<file path="config.mk">
export PLATFORM = sky130hd
export DESIGN_NAME = alu_share_arbiter
export DESIGN_NICKNAME = d
export VERILOG_FILES = /design/src/rtl/alu_share_arbiter.sv
export SDC_FILE = /design/constraint.sdc
export NUM_CORES = 1
export LEC_CHECK = 0
export CAP_MARGIN = 30
export CORE_AREA = 2 2 62 70
export DETAILED_ROUTE_END_ITERATION = 10
export DIE_AREA = 0 0 64 72
export PLACE_DENSITY_LB_ADDON = 0.05
export SYNTH_ARGS = -nofsm -noshare
export SYNTH_HDL_FRONTEND = slang
export SYNTH_SLANG_ARGS = --single-unit
</file>
<file path="constraint.sdc">
create_clock -name clk -period 3.7 [get_ports clk]
set_input_delay 0.74 -clock clk [delete_from_list [all_inputs] [get_ports clk]]
set_output_delay 0.74 -clock clk [all_outputs]
set_load 0.05 [all_outputs]
</file>
<file path="src/rtl/alu_share_arbiter.sv">
// rtl/alu_share_arbiter.sv - round-robin arbiter sharing one combinational add/mul/sub unit
module alu_share_arbiter #(
    parameter int NREQ = 4,
    parameter int IDW  = 2
) (
    input  logic              clk,
    input  logic              rst,
    input  logic [NREQ-1:0]   req_valid,
    output logic [NREQ-1:0]   req_ready,
    input  logic [4*NREQ-1:0] req_a,
    input  logic [4*NREQ-1:0] req_b,
    input  logic [2*NREQ-1:0] req_op,
    output logic              resp_valid,
    input  logic              resp_ready,
    output logic [IDW-1:0]    resp_id,
    output logic [7:0]        resp_result,
    output logic [3:0]        alu_a,
    output logic [3:0]        alu_b,
    output logic [1:0]        alu_op,
    input  logic [7:0]        alu_result
);

    typedef enum logic [1:0] {
        IDLE,
        EXEC,
        RESP
    } state_t;

    state_t         state;
    state_t         state_next;
    logic [IDW-1:0] last_grant;
    logic [IDW-1:0] id_reg;
    logic [IDW-1:0] win;
    logic           found;
    logic [3:0]     a_arr  [NREQ];
    logic [3:0]     b_arr  [NREQ];
    logic [1:0]     op_arr [NREQ];

    always_comb begin
        for (int i = 0; i < NREQ; i++) begin
            a_arr[i]  = req_a[4*i +: 4];
            b_arr[i]  = req_b[4*i +: 4];
            op_arr[i] = req_op[2*i +: 2];
        end
    end

    // Scan starts just after the last winner so every requester gets a turn.
    always_comb begin : scan
        logic [IDW-1:0] cand;
        found = 1'b0;
        win   = '0;
        cand  = '0;
        for (int k = 1; k <= NREQ; k++) begin
            cand = IDW'((int'(last_grant) + k) % NREQ);
            if (!found && req_valid[cand]) begin
                found = 1'b1;
                win   = cand;
            end
        end
    end

    always_ff @(posedge clk) begin
        if (rst) begin
            state <= IDLE;
        end else begin
            state <= state_next;
        end
    end

    always_comb begin
        state_next = state;
        req_ready  = '0;
        case (state)
            IDLE: begin
                if (found) begin
                    state_next = EXEC;
                    // Never advertise acceptance while reset is about to drop it.
                    req_ready[win] = !rst;
                end
            end
            EXEC: state_next = RESP;
            RESP: begin
                if (resp_ready) begin
                    state_next = IDLE;
                end
            end
            default: state_next = IDLE;
        endcase
    end

    always_ff @(posedge clk) begin
        if (rst) begin
            last_grant  <= IDW'(NREQ - 1);
            id_reg      <= '0;
            alu_a       <= '0;
            alu_b       <= '0;
            alu_op      <= '0;
            resp_valid  <= 1'b0;
            resp_id     <= '0;
            resp_result <= '0;
        end else begin
            if (state == IDLE && found) begin
                alu_a      <= a_arr[win];
                alu_b      <= b_arr[win];
                alu_op     <= op_arr[win];
                id_reg     <= win;
                last_grant <= win;
            end
            if (state == EXEC) begin
                resp_result <= alu_result;
                resp_id     <= id_reg;
                resp_valid  <= 1'b1;
            end
            if (state == RESP && resp_ready) begin
                resp_valid <= 1'b0;
            end
        end
    end

endmodule

</file>
==> metrics.cfg <==
[layout]
area_growth_syn_to_layout_pct=52.36
largest_register_ffs=8
drive_above_1_share_pct=7.986
top_regs=resp_result x8, alu_a x4, alu_b x4
largest-register=resp_result
utilization_pct=65.70
layout_common_cells=clkdlybuf4s50_1, nand2_1, dfxtp_1
diodes=0
nNetsFinal=344
layout_commonest_cell=clkdlybuf4s50_1

[critical_path]
crit_path_max_fanout=15
cp.required_ns=2.96
crit_path_max_incr_delay_ns=0.51
cp-startpoint=req_valid[2]
timing.rr.start=last_grant[1]
cp_cell_sequence=clkdlybuf4s50_1, nor2b_4, o21a_4, o221ai_4, and3_1, buf_4
critPathCaptureType=output pin
critical-path-slowest-cell=o221ai_4
r2r_cells=5
path_class=input pin to output pin
cp-start-kind=input pin
critPathArrivalTime_ns=2.62

[clock_tree]
post_cts_buffers=0
holdBufCountCts=0
cts_num_sinks=27
ctsRootBufferMaster=clkbuf_8
ctsHtreeMaxLevel=1
clock_latency_ns=0.27
cts_buffers=3
clockBufferDepth=2
clkTransAtPathRegs_ns=0.09
cts_tree=yes
cts-resized-gates=0

[min_path]
hp-class=flop to flop
whs_path_depth=2
worstHoldStart=resp_id[1]

[drt]
ant_nets=0
wl_per_cell_um=13.15
viasPerCell=5.226
drt-initial-drc-count=61
wirelength_um=4470
vias=1777
drc=0
firstDrtPassIters=4

[yosys]
syn-num-nets=270
ys_warn_count=0
ys_ff_latch=27
synth_top_cell_by_area=dfxtp_1
synth_top_area_share_pct=32.36
synth_area_leaders=dfxtp_1, nand2_1, o211ai_1
synthFlopType=dfxtp_1
synth_area_um2=1670
avgSynthCellArea_um2=7.769
ys_async_sr_fraction_pct=0
synth_cell_types=35
syn-instance-count=215
synth_seq_area_share_pct=32.36
synth_edf_count=0

[placed_design]
place_ws_ns=0.3262
gp_congestion=0.8614
numPortBuffers=79
dp_hpwl_um=3495

[timing]
period_share_pct=90.93
max_freq_mhz=297.2
skew_ns=0.001387
fin_ws_ns=0.3358
hold_viol=0
rsz0062_at_grt=no
setup_viol=0
slew_viol_final=0
whs_ns=0.4551
period_minus_slack_ns=3.364
slew_headroom_pct=51.21
worst_pin_slew_ns=0.7304
finalSetupTns_ns=0

[grt]
grt_overflow_total=0
grt_pass1_wl_um=7431
track_usage_pct=20.15
grt_start_max_net_pins=21
antenna_found_initial=0
first_global_vias=1652

[floorplan]
io_pins=80
die-width_um=64
start_util_pct=43.12
die_y_um=72
dieArea_um2=4608
num_rows=24
core_area_um2=3874

[power_and_ir_drop]
p_total_uw=959.6
ir_worst_vdd_mv=0.1795
p_leak_nw=0.9167
powerDensity_nw_per_um2=377.1

[outcome]
status=finished clean

[run]
maxCapViolations=0

metal layers:
layer  track usage (%)  vias up  wire [um]
met4             6.763        0         79
met5                 0        -          0
met2             36.11       62       2271
met1             24.64      792       1893
met3             2.946        7        225
li1                  -      916          -
through the flow:
stage                     instance area (um^2)  cells
after floorplan                           1670    215
after global placement                    2499    336
after detailed placement                  2499    336
after CTS                                 2545    340
after global routing                      2545    340
final                                     2545    340
cell families (layout without fill, tap and decap cells):
kind of cell    after synthesis  count (layout)  synth area share [%]
compound gates               82              82                 31.91
buf+inv                      17              90                 5.243
flops                        27              27                 32.36
mux                          12              12                 7.266
simple gates                 77              77                 23.22
worst paths after layout:
check	to	slack [ns]
max	req_ready[3]	0.34
min	resp_id[1]	0.46
max reg2reg	alu_a[3]	1.80
min reg2reg	resp_id[1]	0.46
final cells by class:
| type | instances | area, um^2 |
|---|---|---|
| Clock buffer | 3 | 41.29 |
| Clock inverter | 1 | 5.005 |
| Fill cell | 331 | 1329 |
| Inverter | 2 | 7.507 |
| Multi-Input combinational cell | 171 | 1042 |
| Sequential cell | 27 | 540.5 |
| Tap cell | 52 | 65.06 |
| Timing Repair Buffer | 84 | 843.3 |
synth_stat cells (2+ instances only):
cell type and number:
a211o_1 2, nor2b_1 12, nand2b_1 3, o21ai_1 6, clkbuf_1 9, nor2_1 9
a22oi_1 10, mux2i_1 11, and2_1 2, a21oi_1 22, buf_2 4, dfxtp_1 27
o211ai_1 20, o21ai_0 16, nand3b_1 2, nand2_1 41
critical path, delay by kind of cell:
kind | cells | cell delay (ns)
buffers and inverters | 2 | 0.69
AND/OR/NAND/NOR | 2 | 0.43
AO/OA/AOI/OAI | 2 | 0.75
report_power, final:
group / internal, mW / switching (mW)
Sequential: 0.328 / 0.0270
Clock: 0.0755 / 0.0933
Combinational: 0.185 / 0.251
(Power assumes the default switching activity.)
